### config.mk
export PLATFORM = sky130hd
export DESIGN_NAME = hazard_ctrl
export DESIGN_NICKNAME = d
export VERILOG_FILES = /design/src/rtl/hazard_ctrl.sv
export SDC_FILE = /design/constraint.sdc
export NUM_CORES = 1
export LEC_CHECK = 0
export CAP_MARGIN = 20
export CORE_MARGIN = 3
export CORE_UTILIZATION = 30
export DETAILED_ROUTE_END_ITERATION = 8
export PLACE_DENSITY = 0.73
export SYNTH_ARGS = -nofsm -noshare
export SYNTH_HDL_FRONTEND = slang
export SYNTH_SLANG_ARGS = --single-unit
### constraint.sdc
create_clock -name clk_i -period 2.4 [get_ports clk_i]
set_clock_uncertainty 0.1 [all_clocks]
set_input_delay 0.48 -clock clk_i [delete_from_list [all_inputs] [get_ports clk_i]]
set_output_delay 0.48 -clock clk_i [all_outputs]
set_load 0.02 [all_outputs]
### src/rtl/hazard_ctrl.sv
// Pipeline hazard controller: operand forwarding, load-use / memory-wait stalls, branch/trap flushes.
// Latency: forwarding and stall/flush outputs are combinational (zero cycles); state and counter update on clk_i.
// Backpressure: mem_busy_i holds every stage; a load-use hazard holds IF/ID for one cycle and bubbles EX.
//
// Ports:
//   clk_i, rst_i                        clock (rising edge), asynchronous active-high reset
//   id_rs1_i/id_rs2_i, id_use_rs*_i     sources read by the instruction in ID
//   ex_/mem_/wb_ rd, we, dat            destinations and results of the later stages (ex_is_ld_i marks a load)
//   mem_busy_i, br_taken_i, trap_i      hazard events
//   is_fwd_*_o, dat_fwd_*_o             forwarding select and data for the ID operand muxes
//   stall_*_o, flush_*_o                hold / bubble controls per stage register
//   stall_cnt_o                         saturating count of cycles with any stall asserted
module hazard_ctrl #(
   parameter int CNT_W = 16
) (
   input  logic             clk_i,
   input  logic             rst_i,
   input  logic [4:0]       id_rs1_i,
   input  logic [4:0]       id_rs2_i,
   input  logic             id_use_rs1_i,
   input  logic             id_use_rs2_i,
   input  logic [4:0]       ex_rd_i,
   input  logic             ex_we_i,
   input  logic             ex_is_ld_i,
   input  logic [31:0]      ex_dat_i,
   input  logic [4:0]       mem_rd_i,
   input  logic             mem_we_i,
   input  logic [31:0]      mem_dat_i,
   input  logic [4:0]       wb_rd_i,
   input  logic             wb_we_i,
   input  logic [31:0]      wb_dat_i,
   input  logic             mem_busy_i,
   input  logic             br_taken_i,
   input  logic             trap_i,
   output logic             is_fwd_a_o,
   output logic             is_fwd_b_o,
   output logic [31:0]      dat_fwd_a_o,
   output logic [31:0]      dat_fwd_b_o,
   output logic             stall_if_o,
   output logic             stall_id_o,
   output logic             stall_ex_o,
   output logic             stall_mem_o,
   output logic             flush_id_o,
   output logic             flush_ex_o,
   output logic             flush_mem_o,
   output logic [CNT_W-1:0] stall_cnt_o
);

   localparam logic [1:0] S_RUN      = 2'd0;
   localparam logic [1:0] S_LD_STALL = 2'd1;
   localparam logic [1:0] S_MEM_WAIT = 2'd2;
   localparam logic [1:0] S_FLUSH    = 2'd3;

   logic [1:0] state;
   logic [1:0] state_nxt;
   logic       ex_fwd_ok;
   logic       load_use;
   logic       any_stall;

   // A load's EX result is an address, not data, so EX never forwards for loads.
   assign ex_fwd_ok = ex_we_i & ~ex_is_ld_i;

   always_comb begin
      is_fwd_a_o  = 1'b0;
      dat_fwd_a_o = '0;
      if (id_use_rs1_i && id_rs1_i != 5'd0) begin
         if (ex_fwd_ok && ex_rd_i == id_rs1_i) begin
            is_fwd_a_o  = 1'b1;
            dat_fwd_a_o = ex_dat_i;
         end else if (mem_we_i && mem_rd_i == id_rs1_i) begin
            is_fwd_a_o  = 1'b1;
            dat_fwd_a_o = mem_dat_i;
         end else if (wb_we_i && wb_rd_i == id_rs1_i) begin
            is_fwd_a_o  = 1'b1;
            dat_fwd_a_o = wb_dat_i;
         end
      end
   end

   always_comb begin
      is_fwd_b_o  = 1'b0;
      dat_fwd_b_o = '0;
      if (id_use_rs2_i && id_rs2_i != 5'd0) begin
         if (ex_fwd_ok && ex_rd_i == id_rs2_i) begin
            is_fwd_b_o  = 1'b1;
            dat_fwd_b_o = ex_dat_i;
         end else if (mem_we_i && mem_rd_i == id_rs2_i) begin
            is_fwd_b_o  = 1'b1;
            dat_fwd_b_o = mem_dat_i;
         end else if (wb_we_i && wb_rd_i == id_rs2_i) begin
            is_fwd_b_o  = 1'b1;
            dat_fwd_b_o = wb_dat_i;
         end
      end
   end

   assign load_use = ex_is_ld_i & ex_we_i & (ex_rd_i != 5'd0) &
                     ((id_use_rs1_i & (id_rs1_i == ex_rd_i)) |
                      (id_use_rs2_i & (id_rs2_i == ex_rd_i)));

   // Event priority: memory wait > trap > branch > load-use.
   // Load-use is only acted on from RUN or on leaving MEM_WAIT; in LD_STALL the
   // load has already moved on, and in FLUSH the ID instruction is being killed.
   always_comb begin
      stall_if_o  = 1'b0;
      stall_id_o  = 1'b0;
      stall_ex_o  = 1'b0;
      stall_mem_o = 1'b0;
      flush_id_o  = 1'b0;
      flush_ex_o  = 1'b0;
      flush_mem_o = 1'b0;
      state_nxt   = S_RUN;
      if (mem_busy_i) begin
         stall_if_o  = 1'b1;
         stall_id_o  = 1'b1;
         stall_ex_o  = 1'b1;
         stall_mem_o = 1'b1;
         state_nxt   = S_MEM_WAIT;
      end else if (trap_i) begin
         flush_id_o  = 1'b1;
         flush_ex_o  = 1'b1;
         flush_mem_o = 1'b1;
         state_nxt   = S_FLUSH;
      end else if (br_taken_i) begin
         flush_id_o  = 1'b1;
         flush_ex_o  = 1'b1;
      end else if (load_use && (state == S_RUN || state == S_MEM_WAIT)) begin
         stall_if_o  = 1'b1;
         stall_id_o  = 1'b1;
         flush_ex_o  = 1'b1;
         state_nxt   = S_LD_STALL;
      end else if (state == S_FLUSH) begin
         // Second cycle of a trap: the instruction fetched behind the trap is dropped.
         flush_id_o  = 1'b1;
      end
      // Outputs stay quiet for the whole time reset is held, not just after the edge.
      if (rst_i) begin
         stall_if_o  = 1'b0;
         stall_id_o  = 1'b0;
         stall_ex_o  = 1'b0;
         stall_mem_o = 1'b0;
         flush_id_o  = 1'b0;
         flush_ex_o  = 1'b0;
         flush_mem_o = 1'b0;
      end
   end

   assign any_stall = stall_if_o | stall_id_o | stall_ex_o | stall_mem_o;

   always_ff @(posedge clk_i or posedge rst_i) begin
      if (rst_i) begin
         state       <= S_RUN;
         stall_cnt_o <= '0;
      end else begin
         state <= state_nxt;
         if (any_stall && stall_cnt_o != {CNT_W{1'b1}})
            stall_cnt_o <= stall_cnt_o + {{(CNT_W-1){1'b0}}, 1'b1};
      end
   end

endmodule

; ---- After elaboration in Yosys (flattened, before gate mapping)
; Index checks and enable logic that the tools add are counted.
; Widths: inputs -> output; s select.
[classes]
n_mux = 40
addsub = 1
bitwise_logic = 10
eq_ne = 11
reduce_logical = 15
[op_table]
columns = operator, count
row1 = $mux 32, 8
row2 = $eq 5x5->1, 8
row3 = $mux 1, 30
row4 = $add 16x1->16 const B, 1
row5 = $ne 16x16->1 const B, 1
row6 = $reduce_bool 5->1, 3
row7 = $logic_and 1x1->1, 10
row8 = $and 1x1->1, 6
row9 = $eq 2x2->1 const B, 2
row10 = $mux 2, 2
row11 = $or 1x1->1, 3
row12 = $logic_not 2->1, 1
row13 = $logic_or 1x1->1, 1
row14 = $not 1->1, 1
[word_totals]
register_bits = 18
elab_cells = 79
output_inout_bits = 89

; ---- Longest topological paths before layout
; Gate-level depths: netlist (run 1).
[logic_depth]
ltp_word = 13
ltp_mapped = 8
ltp_nobuf = 6

; ---- Worst setup path after synthesis (run 1)
; OpenSTA, ideal clock, no wires.
[synth_timing]
kind = input -> output
from = input port ex_rd_i[4]
to = output port dat_fwd_b_o[22]
t_arrival_ns = 2.145
setup_slack_ns = -0.325
cell_stages = 6
t_required_ns = 1.820
path_cell_list = xnor2_1 > nand3_1 > or4b_1 > a21o_1 > buf_2 > a211oi_1
[synth_between]
elab_chain_len = 4
[synth_lines]
columns = element, line
row1 = "start, declared", 22  ; input logic [4:0] ex_rd_i,
row2 = $eq 5x5->1, 84  ; if (ex_fwd_ok && ex_rd_i == id_rs2_i) begin
row3 = $logic_and 1x1->1, 84
row4 = $mux 32, 84
row5 = $mux 32, 83  ; if (id_use_rs2_i && id_rs2_i != 5'd0) begin
row6 = "end, declared", 38  ; output logic [31:0] dat_fwd_b_o,
; Every way passes these cells.

; ---- Final worst setup path (run 1)
[layout_timing]
from = input port id_rs2_i[1]
to = output port dat_fwd_b_o[31]
[layout_between]
elab_chain_len = 6
elab_cells_between_ends = 12
cone_classes = eq/ne: 3 / mux: 4 / reduce/logical: 5
[layout_lines]
columns = element, line
row1 = "start, declared", 19  ; input logic [4:0] id_rs2_i,
row2 = $eq 5x5->1, 90  ; end else if (wb_we_i && wb_rd_i == id_rs2_i) begin
row3 = $logic_and 1x1->1, 90
row4 = $mux 32, 90
row5 = $mux 32, 87  ; end else if (mem_we_i && mem_rd_i == id_rs2_i) begin
row6 = $mux 32, 84
row7 = $mux 32 *, 83
; Mark *: on every way between the ends. The rest lies on a longest branch, timed or not.

==> results of run 1 <==
-- critical path: stages --
cell and delay [ns]:
buf_8 0.10, buf_6 0.11, xor2_1 0.16, nor4_2 0.29, and3_4 0.27, a31oi_4 0.04, a21o_4 0.30, buf_16 0.17
buf_6 0.11, a211oi_2 0.16, buf_4 0.19
-- worst max-delay path by stage --
| stage | start | endpoint | slack (ns) | cells past startpoint |
|---|---|---|---|---|
| 5_1_grt | wb_rd_i[1] | dat_fwd_a_o[1] | -0.62 | 8 |
| 2_1_floorplan | ex_rd_i[4] | dat_fwd_b_o[10] | -0.18 | 6 |
| 4_1_cts | id_rs2_i[1] | dat_fwd_b_o[28] | -0.64 | 10 |
| 6_report | id_rs2_i[1] | dat_fwd_b_o[31] | -0.58 | 11 |
| 3_5_place_dp | ex_rd_i[0] | dat_fwd_a_o[8] | -1.41 | 8 |
| 3_3_place_gp | id_rs1_i[4] | dat_fwd_a_o[21] | -1.40 | 10 |
-- logic make-up after synthesis --
group	Yosys count	share of synthesized area [%]
mux	66	21.30
flops	18	14.30
simple gates	129	20.86
xor+xnor	44	12.24
compound gates	74	23.12
fa+ha+maj	1	0.3972
buf+inv	39	7.787
-- sequential cells by signal, indices dropped and copies added, names as in the netlist --
register and flops:
state 2, stall_cnt_o 16
-- routing by layer --
layer / vias to the layer above / track usage [%] / routed length [um]
li1: 1883 / - / -
met1: 2149 / 29.72 / 6519
met2: 242 / 51.32 / 10020
met3: 83 / 5.731 / 1599
met4: 0 / 13.53 / 1163
met5: - / 0 / 0
-- power groups by stage --
| stage | Clock [W] | Sequential (W) | Combinational (W) |
|---|---|---|---|
| global route | 0.000273 | 0.000452 | 0.00124 |
| finish | 0.000253 | 0.000440 | 0.00119 |
| global placement | 0 | 0.000442 | 0.000917 |
| detailed placement | 0 | 0.000443 | 0.000933 |
| floorplan | 0 | 0.000499 | 0.000356 |
| CTS | 0.000257 | 0.000441 | 0.00108 |
-- stage by stage --
stage / power, W / instance area, um2 / instances
global placement: 0.001359 / 6442 / 736
detailed placement: 0.001376 / 6442 / 736
CTS: 0.001775 / 7631 / 784
global route: 0.001962 / 8189 / 797
finish: 0.001878 / 8189 / 797
floorplan: 0.0008552 / 3964 / 371
-- what timing repair did --
action | 4_1_cts | 5_1_grt
gates resized for setup | 552 | 184
endpoints found under the setup margin | 89 | 77
cloned | 9 | 2
pin swaps | 28 | 29
buffers inserted | 38 | 16
-- layout make-up --
class / instances / area, um2 / area share [%]
Tap cell: 133 / 166.4 / 2.032
Multi-Input combinational cell: 314 / 3911 / 47.76
Clock buffer: 4 / 55.05 / 0.6723
Antenna cell: 3 / 7.507 / 0.09167
Inverter: 6 / 27.53 / 0.3361
Timing Repair Buffer: 319 / 3571 / 43.61
Sequential cell: 18 / 450.4 / 5.500
-- cells in the final DEF, fill, tap and decap left out, types with 9 or more instances in the layout --
cell type          n
nand2_1           16
buf_8             13
nor2_1            47
nor2_2            22
xor2_1            27
clkdlybuf4s50_1  119
mux2i_4           32
dlygate4sd2_1     10
buf_4             43
mux2i_2           25
nor3_2             9
dfrtp_1           18
a211oi_4          63
buf_12            19
buf_6             94
==> flow_metrics.env, run 1 <==
export IMPL_core_area_um2=10000
export IMPL_p_leak_nw=2.935
export IMPL_critPathLaunchType="primary input"
export IMPL_drive_gt1_share_pct=58.70
export IMPL_die_width_um=108.5
export IMPL_gr_usage_all_layers_pct=27.73
export IMPL_ys_warnings_count=0
export IMPL_cts_sinks=18
export IMPL_setup_ws_ns=-0.5764
export IMPL_final_util_pct=81.89
export IMPL_relSlewSlack_pct=63.16
export IMPL_seqPwrFrac_pct=23.4
export IMPL_drt_first_pass_iters=4
export IMPL_die_area_um2=11760
export IMPL_numCtsBuffers=3
export IMPL_routed_wl_um=19300
export IMPL_critPathKind="in2out"
export IMPL_hold_viol_final=0
export IMPL_slew_viol_final=0
export IMPL_reg2reg_slack_ns=0.36
export IMPL_grt_max_degree=65
export IMPL_syn_area_per_cell_um2=8.489
export IMPL_crit_required_ns=1.82
export IMPL_yosysTopAreaCellShare_pct=20.34
export IMPL_ys_top_cells_by_area="mux2i_1 (20%), dfrtp_1 (14%), a211oi_2 (12%), a211oi_1 (8.8%), xor2_1 (8.3%)"
export IMPL_reg2regPathDepth=8
export IMPL_min_path_cells=1
export IMPL_row_count=36
export IMPL_tightest_slew_ns=0.5526
export IMPL_clock_path_buffers=2
export IMPL_hold_start="stall_cnt_o[10]"
export IMPL_yosys_area_top_type="mux2i_1"
export IMPL_clk_latency_ns=0.26
export IMPL_cts_root_buf="clkbuf_8"
export IMPL_fmax_mhz=336.0
export IMPL_routedWlPerCell_um=24.21
export IMPL_worstPathArrival_ns=2.40
export IMPL_vias=4357
export IMPL_cts_tree="done"
export IMPL_maxCapViolCount=0
export IMPL_drc=0
export IMPL_syn_area_um2=3149
export IMPL_pwr_share_clk_pct=13.5
export IMPL_io_pins=221
export IMPL_yosysSeqAreaShare_pct=14.30
export IMPL_grt_pass1_wl_um=25320
export IMPL_setup_viol=66
export IMPL_status="finished, violations left"
export IMPL_detail_route_antenna_nets=0
export IMPL_power_density_nw_per_um2=229.3
export IMPL_initial_utilization_pct=31.49
export IMPL_syn_num_nets=504
export IMPL_antenna_found_initial=3
export IMPL_portBuffers=220
export IMPL_fill_cells=516
export IMPL_min_to="stall_cnt_o[10]"
export IMPL_synthTopCellsByCount="nor2_1 (68), mux2i_1 (64), a211oi_1 (37)"
export IMPL_fp_dieH_um=108.5
export IMPL_power_switching_w=0.0007337
export IMPL_fin_nets=795
export IMPL_syn2layout_area_growth_pct=160.0
export IMPL_synth_flop_cell="dfrtp_1"
export IMPL_cp_max_fo=8
export IMPL_synth_cell_types=36
export IMPL_intPower_w=0.001144
export IMPL_grt_pass1_vias=4576
export IMPL_holdCritPathClass="reg2reg"
export IMPL_power_frac_comb_pct=63.1
export IMPL_finalSetupTns_ns=-32.02
export IMPL_worstReg2RegStart="stall_cnt_o[0]"
export IMPL_grt_ovfl_total=0
export IMPL_hold_ws_ns=0.3956
export IMPL_htree_levels=1
export IMPL_violations="negative setup slack"
export IMPL_ys_ff_latch=18
export IMPL_r2r_end="stall_cnt_o[4]"
export IMPL_clkTransAtPathRegs_ns=0.07
export IMPL_period_needed_ns=2.976
export IMPL_fin_crit_sh_pct=124.0
export IMPL_rsz0062_at_grt="yes"
export IMPL_ir_drop_v=0.0004507
export IMPL_cts_hold_buf=0
export IMPL_synth_most_common_cell="nor2_1"
export IMPL_place_ws_ns=-1.409
export IMPL_drt_iter0_markers=231
export IMPL_swShare_pct=39.07
export IMPL_end_kind="output pin"
export IMPL_postSynthCellCount=371
export IMPL_place_congestion=0.8318
export IMPL_dp_hpwl_um=11020
export IMPL_synth_edff_count=0
export IMPL_async_flop_share_pct=100.0
export IMPL_avgViaCountPerCell=5.467
Note: power is estimated with default switching activity, not from simulation.
==> inputs of run 2 (changes only) <==
--- a/config.mk
+++ b/config.mk
@@ -8,6 +8,7 @@
 export CAP_MARGIN = 20
 export CORE_MARGIN = 3
 export CORE_UTILIZATION = 30
+export CTS_CLUSTER_SIZE = 30
 export DETAILED_ROUTE_END_ITERATION = 8
 export PLACE_DENSITY = 0.73
 export SYNTH_ARGS = -nofsm -noshare
==> results of run 2 <==
Final layout, timing and power as in run 1 (identical DEF).
